$ cat src/rtl/spi_pkg.sv
// Shared types and divisor arithmetic for the SPI serial-clock engine.
// Pure declarations; no state and no timing of its own.
package spi_pkg;

  typedef enum logic [1:0] {
    IDLE  = 2'd0,
    LEAD  = 2'd1,
    RUN   = 2'd2,
    TRAIL = 2'd3
  } state_e;

  function automatic int div_width(input int sppr_w, input int spr_w);
    return sppr_w + (1 << spr_w) + 1;
  endfunction

  localparam int SPPR_W_DEF = 3;
  localparam int SPR_W_DEF  = 3;
  localparam int DIV_W_DEF  = div_width(SPPR_W_DEF, SPR_W_DEF);

  // Divisor = (sppr+1) << (spr+1); callers truncate to their DIV_W.
  function automatic logic [63:0] calc_divisor(input logic [31:0] sppr, input logic [31:0] spr);
    return (64'(sppr) + 64'd1) << (spr + 32'd1);
  endfunction

endpackage

$ cat src/rtl/spi_sclk_engine_if.sv
// Control-register and shift-register side signals of the SPI clock engine.
// master drives the request/config inputs; slave is the engine itself.
interface spi_sclk_engine_if #(
  parameter int SPPR_W   = 3,
  parameter int SPR_W    = 3,
  parameter int MAX_BITS = 16
) ();
  localparam int DIV_W = spi_pkg::div_width(SPPR_W, SPR_W);
  localparam int LEN_W = $clog2(MAX_BITS + 1);

  logic              start;
  logic [LEN_W-1:0]  xfer_bits;
  logic              cpol;
  logic              cpha;
  logic              ss;
  logic              spiswai;
  logic [SPPR_W-1:0] sppr;
  logic [SPR_W-1:0]  spr;
  logic              sclk;
  logic              sample_stb;
  logic              shift_stb;
  logic              busy;
  logic              done;
  logic              abort;
  logic [DIV_W-1:0]  baud_rate_divisor;

  modport master (
    output start, xfer_bits, cpol, cpha, ss, spiswai, sppr, spr,
    input  sclk, sample_stb, shift_stb, busy, done, abort, baud_rate_divisor
  );

  modport slave (
    input  start, xfer_bits, cpol, cpha, ss, spiswai, sppr, spr,
    output sclk, sample_stb, shift_stb, busy, done, abort, baud_rate_divisor
  );
endinterface

$ cat src/rtl/spi_half_period_tick.sv
// Half-period timer: counts 0..half-1 on enabled cycles and ticks on the last count.
// load latches a new half period and restarts; clr restarts; en low freezes the count.
module spi_half_period_tick #(
  parameter int CNT_W = 11
) (
  input  logic             clk,
  input  logic             rst,
  input  logic             en,
  input  logic             load,
  input  logic             clr,
  input  logic [CNT_W-1:0] half,
  output logic             tick
);
  logic [CNT_W-1:0] cnt_q, cnt_d;
  logic [CNT_W-1:0] half_q, half_d;

  always_comb begin
    tick   = en && (cnt_q == half_q - CNT_W'(1));
    half_d = load ? half : half_q;
    cnt_d  = cnt_q;
    if (load || clr || tick) begin
      cnt_d = '0;
    end else if (en) begin
      cnt_d = cnt_q + CNT_W'(1);
    end
  end

  always_ff @(posedge clk) begin
    if (rst) begin
      cnt_q  <= '0;
      half_q <= '0;
    end else begin
      cnt_q  <= cnt_d;
      half_q <= half_d;
    end
  end
endmodule

$ cat src/rtl/spi_sclk_engine.sv
// SPI SCLK engine: divisor, framed LEAD/RUN/TRAIL transfers, mode-correct strobes.
// Outputs registered (1-cycle); spiswai freezes progress; ss high aborts next cycle.
module spi_sclk_engine
  import spi_pkg::*;
#(
  parameter int SPPR_W   = 3,
  parameter int SPR_W    = 3,
  parameter int MAX_BITS = 16
) (
  input  logic              PCLK,
  input  logic              PRESET,
  spi_sclk_engine_if.slave  bus
);
  localparam int DIV_W = div_width(SPPR_W, SPR_W);
  localparam int LEN_W = $clog2(MAX_BITS + 1);
  localparam int H_W   = DIV_W - 1;
  localparam int E_W   = LEN_W + 1;

  state_e           state_q, state_d;
  logic             sclk_q, sclk_d;
  logic             sample_q, sample_d;
  logic             shift_q, shift_d;
  logic             done_q, done_d;
  logic             abort_q, abort_d;
  logic             cpol_q, cpol_d;
  logic             cpha_q, cpha_d;
  logic [DIV_W-1:0] div_q, div_d;
  logic [LEN_W-1:0] nbits_q, nbits_d;
  logic [E_W-1:0]   edge_q, edge_d;

  logic             accept, abort_now, run_en, tick;
  logic [H_W-1:0]   half;
  logic [E_W-1:0]   next_edge;
  logic             leading, last_edge;

  assign accept    = bus.start && (state_q == IDLE) && !bus.ss && (bus.xfer_bits != '0);
  assign abort_now = (state_q != IDLE) && bus.ss;
  assign run_en    = (state_q != IDLE) && !bus.spiswai && !abort_now;
  assign half      = div_q[DIV_W-1:1];

  spi_half_period_tick #(.CNT_W(H_W)) u_tick (
    .clk  (PCLK),
    .rst  (PRESET),
    .en   (run_en),
    .load (accept),
    .clr  (abort_now),
    .half (half),
    .tick (tick)
  );

  always_comb begin
    div_d     = DIV_W'(calc_divisor(32'(bus.sppr), 32'(bus.spr)));
    state_d   = state_q;
    sclk_d    = sclk_q;
    cpol_d    = cpol_q;
    cpha_d    = cpha_q;
    nbits_d   = nbits_q;
    edge_d    = edge_q;
    sample_d  = 1'b0;
    shift_d   = 1'b0;
    done_d    = 1'b0;
    abort_d   = 1'b0;
    next_edge = edge_q + E_W'(1);
    leading   = next_edge[0];
    last_edge = (next_edge == {nbits_q, 1'b0});

    if (abort_now) begin
      state_d = IDLE;
      sclk_d  = bus.cpol;
      abort_d = 1'b1;
      edge_d  = '0;
    end else begin
      case (state_q)
        IDLE: begin
          if (!bus.spiswai) sclk_d = bus.cpol;
          if (accept) begin
            state_d = LEAD;
            sclk_d  = bus.cpol;
            cpol_d  = bus.cpol;
            cpha_d  = bus.cpha;
            edge_d  = '0;
            nbits_d = (bus.xfer_bits > LEN_W'(MAX_BITS)) ? LEN_W'(MAX_BITS) : bus.xfer_bits;
          end
        end
        LEAD: begin
          if (tick) state_d = RUN;
        end
        RUN: begin
          // Strobe flops load with sclk so both show the new level in the same cycle.
          if (tick) begin
            sclk_d = ~sclk_q;
            edge_d = next_edge;
            if (cpha_q) begin
              shift_d  = leading;
              sample_d = !leading;
            end else begin
              sample_d = leading;
              shift_d  = !leading && !last_edge;
            end
            if (last_edge) state_d = TRAIL;
          end
        end
        TRAIL: begin
          if (tick) begin
            state_d = IDLE;
            sclk_d  = cpol_q;
            done_d  = 1'b1;
          end
        end
        default: state_d = IDLE;
      endcase
    end
  end

  always_ff @(posedge PCLK) begin
    if (PRESET) begin
      state_q  <= IDLE;
      sclk_q   <= 1'b0;
      sample_q <= 1'b0;
      shift_q  <= 1'b0;
      done_q   <= 1'b0;
      abort_q  <= 1'b0;
      cpol_q   <= 1'b0;
      cpha_q   <= 1'b0;
      div_q    <= DIV_W'(2);
      nbits_q  <= '0;
      edge_q   <= '0;
    end else begin
      state_q  <= state_d;
      sclk_q   <= sclk_d;
      sample_q <= sample_d;
      shift_q  <= shift_d;
      done_q   <= done_d;
      abort_q  <= abort_d;
      cpol_q   <= cpol_d;
      cpha_q   <= cpha_d;
      div_q    <= div_d;
      nbits_q  <= nbits_d;
      edge_q   <= edge_d;
    end
  end

  assign bus.sclk              = sclk_q;
  assign bus.sample_stb        = sample_q;
  assign bus.shift_stb         = shift_q;
  assign bus.busy              = (state_q != IDLE);
  assign bus.done              = done_q;
  assign bus.abort             = abort_q;
  assign bus.baud_rate_divisor = div_q;
endmodule
$ cat src/flat_wrapper.sv
// flat-port wrapper written by rule: the top's interface ports become plain ports
module spi_sclk_engine_flat import spi_pkg::*;
#(
  parameter int SPPR_W   = 3,
  parameter int SPR_W    = 3,
  parameter int MAX_BITS = 16
)
  (PCLK, PRESET, bus_start, bus_xfer_bits, bus_cpol, bus_cpha, bus_ss, bus_spiswai, bus_sppr, bus_spr, bus_sclk, bus_sample_stb, bus_shift_stb, bus_busy, bus_done, bus_abort, bus_baud_rate_divisor);
  spi_sclk_engine_if #(.SPPR_W(SPPR_W), .SPR_W(SPR_W), .MAX_BITS(MAX_BITS)) bus_i ();
  input  logic PCLK;
  input  logic PRESET;
  input wire logic [$bits(bus_i.start)-1:0] bus_start;
  input wire logic [$bits(bus_i.xfer_bits)-1:0] bus_xfer_bits;
  input wire logic [$bits(bus_i.cpol)-1:0] bus_cpol;
  input wire logic [$bits(bus_i.cpha)-1:0] bus_cpha;
  input wire logic [$bits(bus_i.ss)-1:0] bus_ss;
  input wire logic [$bits(bus_i.spiswai)-1:0] bus_spiswai;
  input wire logic [$bits(bus_i.sppr)-1:0] bus_sppr;
  input wire logic [$bits(bus_i.spr)-1:0] bus_spr;
  output wire logic [$bits(bus_i.sclk)-1:0] bus_sclk;
  output wire logic [$bits(bus_i.sample_stb)-1:0] bus_sample_stb;
  output wire logic [$bits(bus_i.shift_stb)-1:0] bus_shift_stb;
  output wire logic [$bits(bus_i.busy)-1:0] bus_busy;
  output wire logic [$bits(bus_i.done)-1:0] bus_done;
  output wire logic [$bits(bus_i.abort)-1:0] bus_abort;
  output wire logic [$bits(bus_i.baud_rate_divisor)-1:0] bus_baud_rate_divisor;
  assign bus_i.start = bus_start;
  assign bus_i.xfer_bits = bus_xfer_bits;
  assign bus_i.cpol = bus_cpol;
  assign bus_i.cpha = bus_cpha;
  assign bus_i.ss = bus_ss;
  assign bus_i.spiswai = bus_spiswai;
  assign bus_i.sppr = bus_sppr;
  assign bus_i.spr = bus_spr;
  assign bus_sclk = bus_i.sclk;
  assign bus_sample_stb = bus_i.sample_stb;
  assign bus_shift_stb = bus_i.shift_stb;
  assign bus_busy = bus_i.busy;
  assign bus_done = bus_i.done;
  assign bus_abort = bus_i.abort;
  assign bus_baud_rate_divisor = bus_i.baud_rate_divisor;
  spi_sclk_engine #(.SPPR_W(SPPR_W), .SPR_W(SPR_W), .MAX_BITS(MAX_BITS)) u_core (.PCLK(PCLK), .PRESET(PRESET), .bus(bus_i));
endmodule
$ cat config.mk
export PLATFORM = sky130hd
export DESIGN_NAME = spi_sclk_engine_flat
export DESIGN_NICKNAME = d
export VERILOG_FILES = /design/src/rtl/spi_pkg.sv /design/src/rtl/spi_sclk_engine_if.sv /design/src/rtl/spi_half_period_tick.sv /design/src/rtl/spi_sclk_engine.sv /design/src/flat_wrapper.sv
export SDC_FILE = /design/constraint.sdc
export NUM_CORES = 1
export LEC_CHECK = 0
export ABC_AREA = 1
export BUFFER_PORTS_ARGS = -buffer_cell sky130_fd_sc_hd__buf_2
export CORE_MARGIN = 2
export CORE_UTILIZATION = 27
export CTS_CLUSTER_DIAMETER = 200
export CTS_CLUSTER_SIZE = 24
export DETAILED_ROUTE_END_ITERATION = 7
export GPL_TIMING_DRIVEN = 0
export PLACE_DENSITY_LB_ADDON = 0.08
export RECOVER_POWER = 25
export SLEW_MARGIN = 5
export SYNTH_ARGS = -nofsm -noshare
export SYNTH_HDL_FRONTEND = slang
export SYNTH_SLANG_ARGS = --single-unit
export TNS_END_PERCENT = 1
$ cat constraint.sdc
create_clock -name PCLK -period 4.6 [get_ports PCLK]
set_input_delay 0.46 -clock PCLK [delete_from_list [all_inputs] [get_ports PCLK]]
set_output_delay 0.46 -clock PCLK [all_outputs]
set_load 0.05 [all_outputs]
==> metrics.md <==
| Metric | Value |
|---|---|
| Hold-critical path depth | `3` |
| DR vias | `2723` |
| R2R Setup Slk | `~2.4 ns` |
| Synth top area share | `0.3617` |
| Clk sinks | `between 50 and 60` |
| Avg Vias per Cell | `4.295` |
| Final core utilization | `0.3143` |
| Fin. max-slew vios | `0` |
| Placer Congestion | `0.8097` |
| Global Route Usage Sum | `0.1341` |
| H-tree depth | `2` |
| Crit. End Element | `register` |
| Slew @ Worst Pin | `0.6111 ns` |
| Initial antenna violation count | `0` |
| Power Density | `402.1 nW/um^2` |
| PortBufs | `35` |
| Wirelength per Cell | `11.55 um` |
| Synth area leader | `dfxtp_1` |
| HPWL after DPL | `5.760 mm` |
| Worst setup SP type | `register` |
| Storage cell area | `1081 um^2` |
| Multi-input logic area | `1629 um^2` |
| Register bit total from synthesis | `54` |
| Setup bufs post-CTS | `0` |
| Total power draw | `1.370 mW` |
| Num CTS Buffers | `5` |
| Final ANT Viol Nets | `0` |
| Synth Net Count | `480` |
| # fillers | `around 1.2k` |
| Reg clk slew, reported paths | `0.11 ns` |
| Clock tree buffer depth | `2` |
| DRC | `0` |
| CP required | `4.85 ns` |
| Core Footprint | `10840 um^2` |
| NumNets Final | `522` |
| Clock skew | `between 0.009 and 0.01 ns` |
| Setup Crit Path Kind | `reg2reg` |
| Cells after Synth | `452` |
| Fin area | `3407 um^2` |
| FP Rows | `38` |
| Final TNS setup | `0 ns` |
| Status | `complete, no violations` |
| GRT overflow | `0` |
| Peak VDD IR | `around 0.14 mV` |
| Reg2reg end | `u_core.u_tick.cnt_q[1]$_SDFFE_PP0P_` |
| Worst r2r path cells | `9` |
| Cts hold-fix bufs | `0` |
| Leakage | `approximately 1.5 nW` |
| # resized after CTS | `0` |
| Most frequent cells in the layout | `129 x nand2_1, 61 x inv_1, 54 x dfxtp_1` |
| DR iter-0 viols | `79` |
| Crit path DAT | `2.43 ns` |
| Final setup viols | `0` |
| ANT cells | `0` |
| Die area | `11930 um^2` |
| Mapped Area | `2989 um^2` |
| Synth area leaders | `dfxtp_1 36%, nand2_1 16%, inv_1 7.7%, nor2_1 6.2%, a21oi_1 5.2%` |
| Max frequency | `0.4582 GHz` |
| Routed Wire Length | `7.323 mm` |
| Die W | `109.2 um` |
| Most common cell after layout, fill and taps aside | `nand2_1` |
| Root Buffer | `clkbuf_8` |
| Hold_sp | `bus_cpha` |
| Post-synth cell types | `32` |
| DIE HEIGHT | `109.2 um` |
| Period utilisation layout | `0.4744` |
| Max cap viols | `0` |
| Ys Warns | `0` |
| RR Startpoint | `u_core.state_q[0]$_SDFFE_PP0P_` |
| TritonCTS clock tree | `done` |
| Share of layout cells above drive strength 1 | `0.09919` |
| Placed inst area | `3339 um^2` |
| Worst hold endpoint | `u_core.cpha_q$_SDFFE_PP0P_` |
| Ports | `36` |
| Vias in the first global route | `2578` |
| Area delta synth->final | `13.98%` |
| Largest net degree at the start of global routing | `18` |
| Slew margin rel. | `0.5943` |
| Clk_lat worst skew | `0.32 ns` |
| RSZ-0062 raised after global routing | `false` |
| Mapped Avg Cell Area | `6.613 um^2` |
| CP Max Fanout | `10` |
| Final Hold Viols | `0` |
| Worst min path class | `in2reg` |
| Seq/Total Area, Yosys | `0.3617` |
| Fin crit period | `2.182 ns` |
| First-pass GRT wire length | `12.52 mm` |
| Pre-antenna DRT Iters | `4` |
| Initial core utilization | `0.2757` |
## logic make-up (layout without fill, tap and decap cells)
| kind of cell | Yosys count | count (layout) | synth area share |
|---|---|---|---|
| adders and majority gates | 10 | 10 | 0.04186 |
| AOI/OAI and AO/OA | 61 | 61 | 0.1088 |
| DFF | 54 | 54 | 0.3617 |
| xor gates and xnor gates | 14 | 14 | 0.04102 |
| buffers and inverters | 73 | 115 | 0.09335 |
| and+or+nand+nor | 240 | 240 | 0.3533 |
## report_power, final
part,internal (mW),switching (mW)
registers,0.509,0.0370
logic,0.169,0.370
clock network,0.109,0.176
## layout make-up
cell class              instances  share of cell area
inverters                      64             0.07051
repair buffers                 35             0.04591
clock inverters                 2            0.005141
clock buffers                   5             0.02020
flip-flops and latches         54              0.3173
plain buffers                   9             0.01138
multi-input cells             325              0.4781
well taps                     140             0.05141
## sequential cells by signal, indices dropped and copies added, names as in the netlist
register / flops
u_core.u_tick.half_q: 11
u_core.bus.sclk: 1
u_core.nbits_q: 5
u_core.bus.baud_rate_divisor: 12
u_core.edge_q: 6
u_core.cpha_q: 1
u_core.bus.shift_stb: 1
u_core.cpol_q: 1
u_core.bus.done: 1
u_core.bus.sample_stb: 1
u_core.state_q: 2
u_core.bus.abort: 1
u_core.u_tick.cnt_q: 11
## through the flow
step / hold WS (ns) / setup slack, ns / instances
floorplan: 0.4440 / 2.738 / 452
global placement: 0.4696 / 2.398 / 627
detailed placement: 0.4737 / 2.372 / 627
CTS: 0.3648 / 2.348 / 634
global route: 0.3737 / 2.146 / 634
finish: 0.3821 / 2.418 / 634
## worst max-delay path, cell delays in order (launching register included)
cell      delay [ns]
dfxtp_1         0.36
inv_1           0.11
ha_1            0.28
inv_1           0.10
nand2_1         0.14
inv_1           0.09
nor2_1          0.46
nand3_1         0.22
buf_4           0.22
a211oi_2        0.13
## worst max path at each step
| stage | start | slack, ns | end |
|---|---|---|---|
| after floorplan | u_core.state_q[0]$_SDFFE_PP0P_ | 2.74 | u_core.u_tick.cnt_q[1]$_SDFFE_PP0P_ |
| final | u_core.state_q[0]$_SDFFE_PP0P_ | 2.42 | u_core.u_tick.cnt_q[1]$_SDFFE_PP0P_ |
| after global routing | u_core.state_q[0]$_SDFFE_PP0P_ | 2.15 | u_core.u_tick.cnt_q[5]$_SDFFE_PP0P_ |
| after global placement | u_core.state_q[0]$_SDFFE_PP0P_ | 2.40 | u_core.edge_q[2]$_SDFFE_PP0P_ |
| after CTS | u_core.state_q[0]$_SDFFE_PP0P_ | 2.35 | u_core.u_tick.cnt_q[1]$_SDFFE_PP0P_ |
| after detailed placement | u_core.state_q[1]$_SDFFE_PP0P_ | 2.37 | u_core.u_tick.cnt_q[1]$_SDFFE_PP0P_ |
## synth_stat cells
cell type	n
a211oi_2	1
a211oi_1	1
nor2_4	2
o21ai_0	24
nor3b_1	1
o21a_1	1
a21oi_1	31
xnor2_1	3
o31ai_1	1
inv_2	3
o21bai_1	1
or2_2	1
nor3_1	8
nand3b_1	3
nor4_1	1
nand2_2	2
inv_1	61
o211ai_1	1
nand2_1	129
nand4_1	3
nand3_2	2
nand3_1	30
nand3_4	1
clkbuf_1	7
dfxtp_1	54
nor2_1	49
buf_2	1
xor2_1	11
nor2_2	7
ha_1	10
nor2_8	1
buf_4	1
## metal layers
metal | track usage | part of all wire
met5 | 0 | 0
met4 | 0.04069 | 0.014
met3 | 0.02630 | 0.029
met2 | 0.2121 | 0.43
met1 | 0.1842 | 0.52
Power figures use the tool's default switching activity.
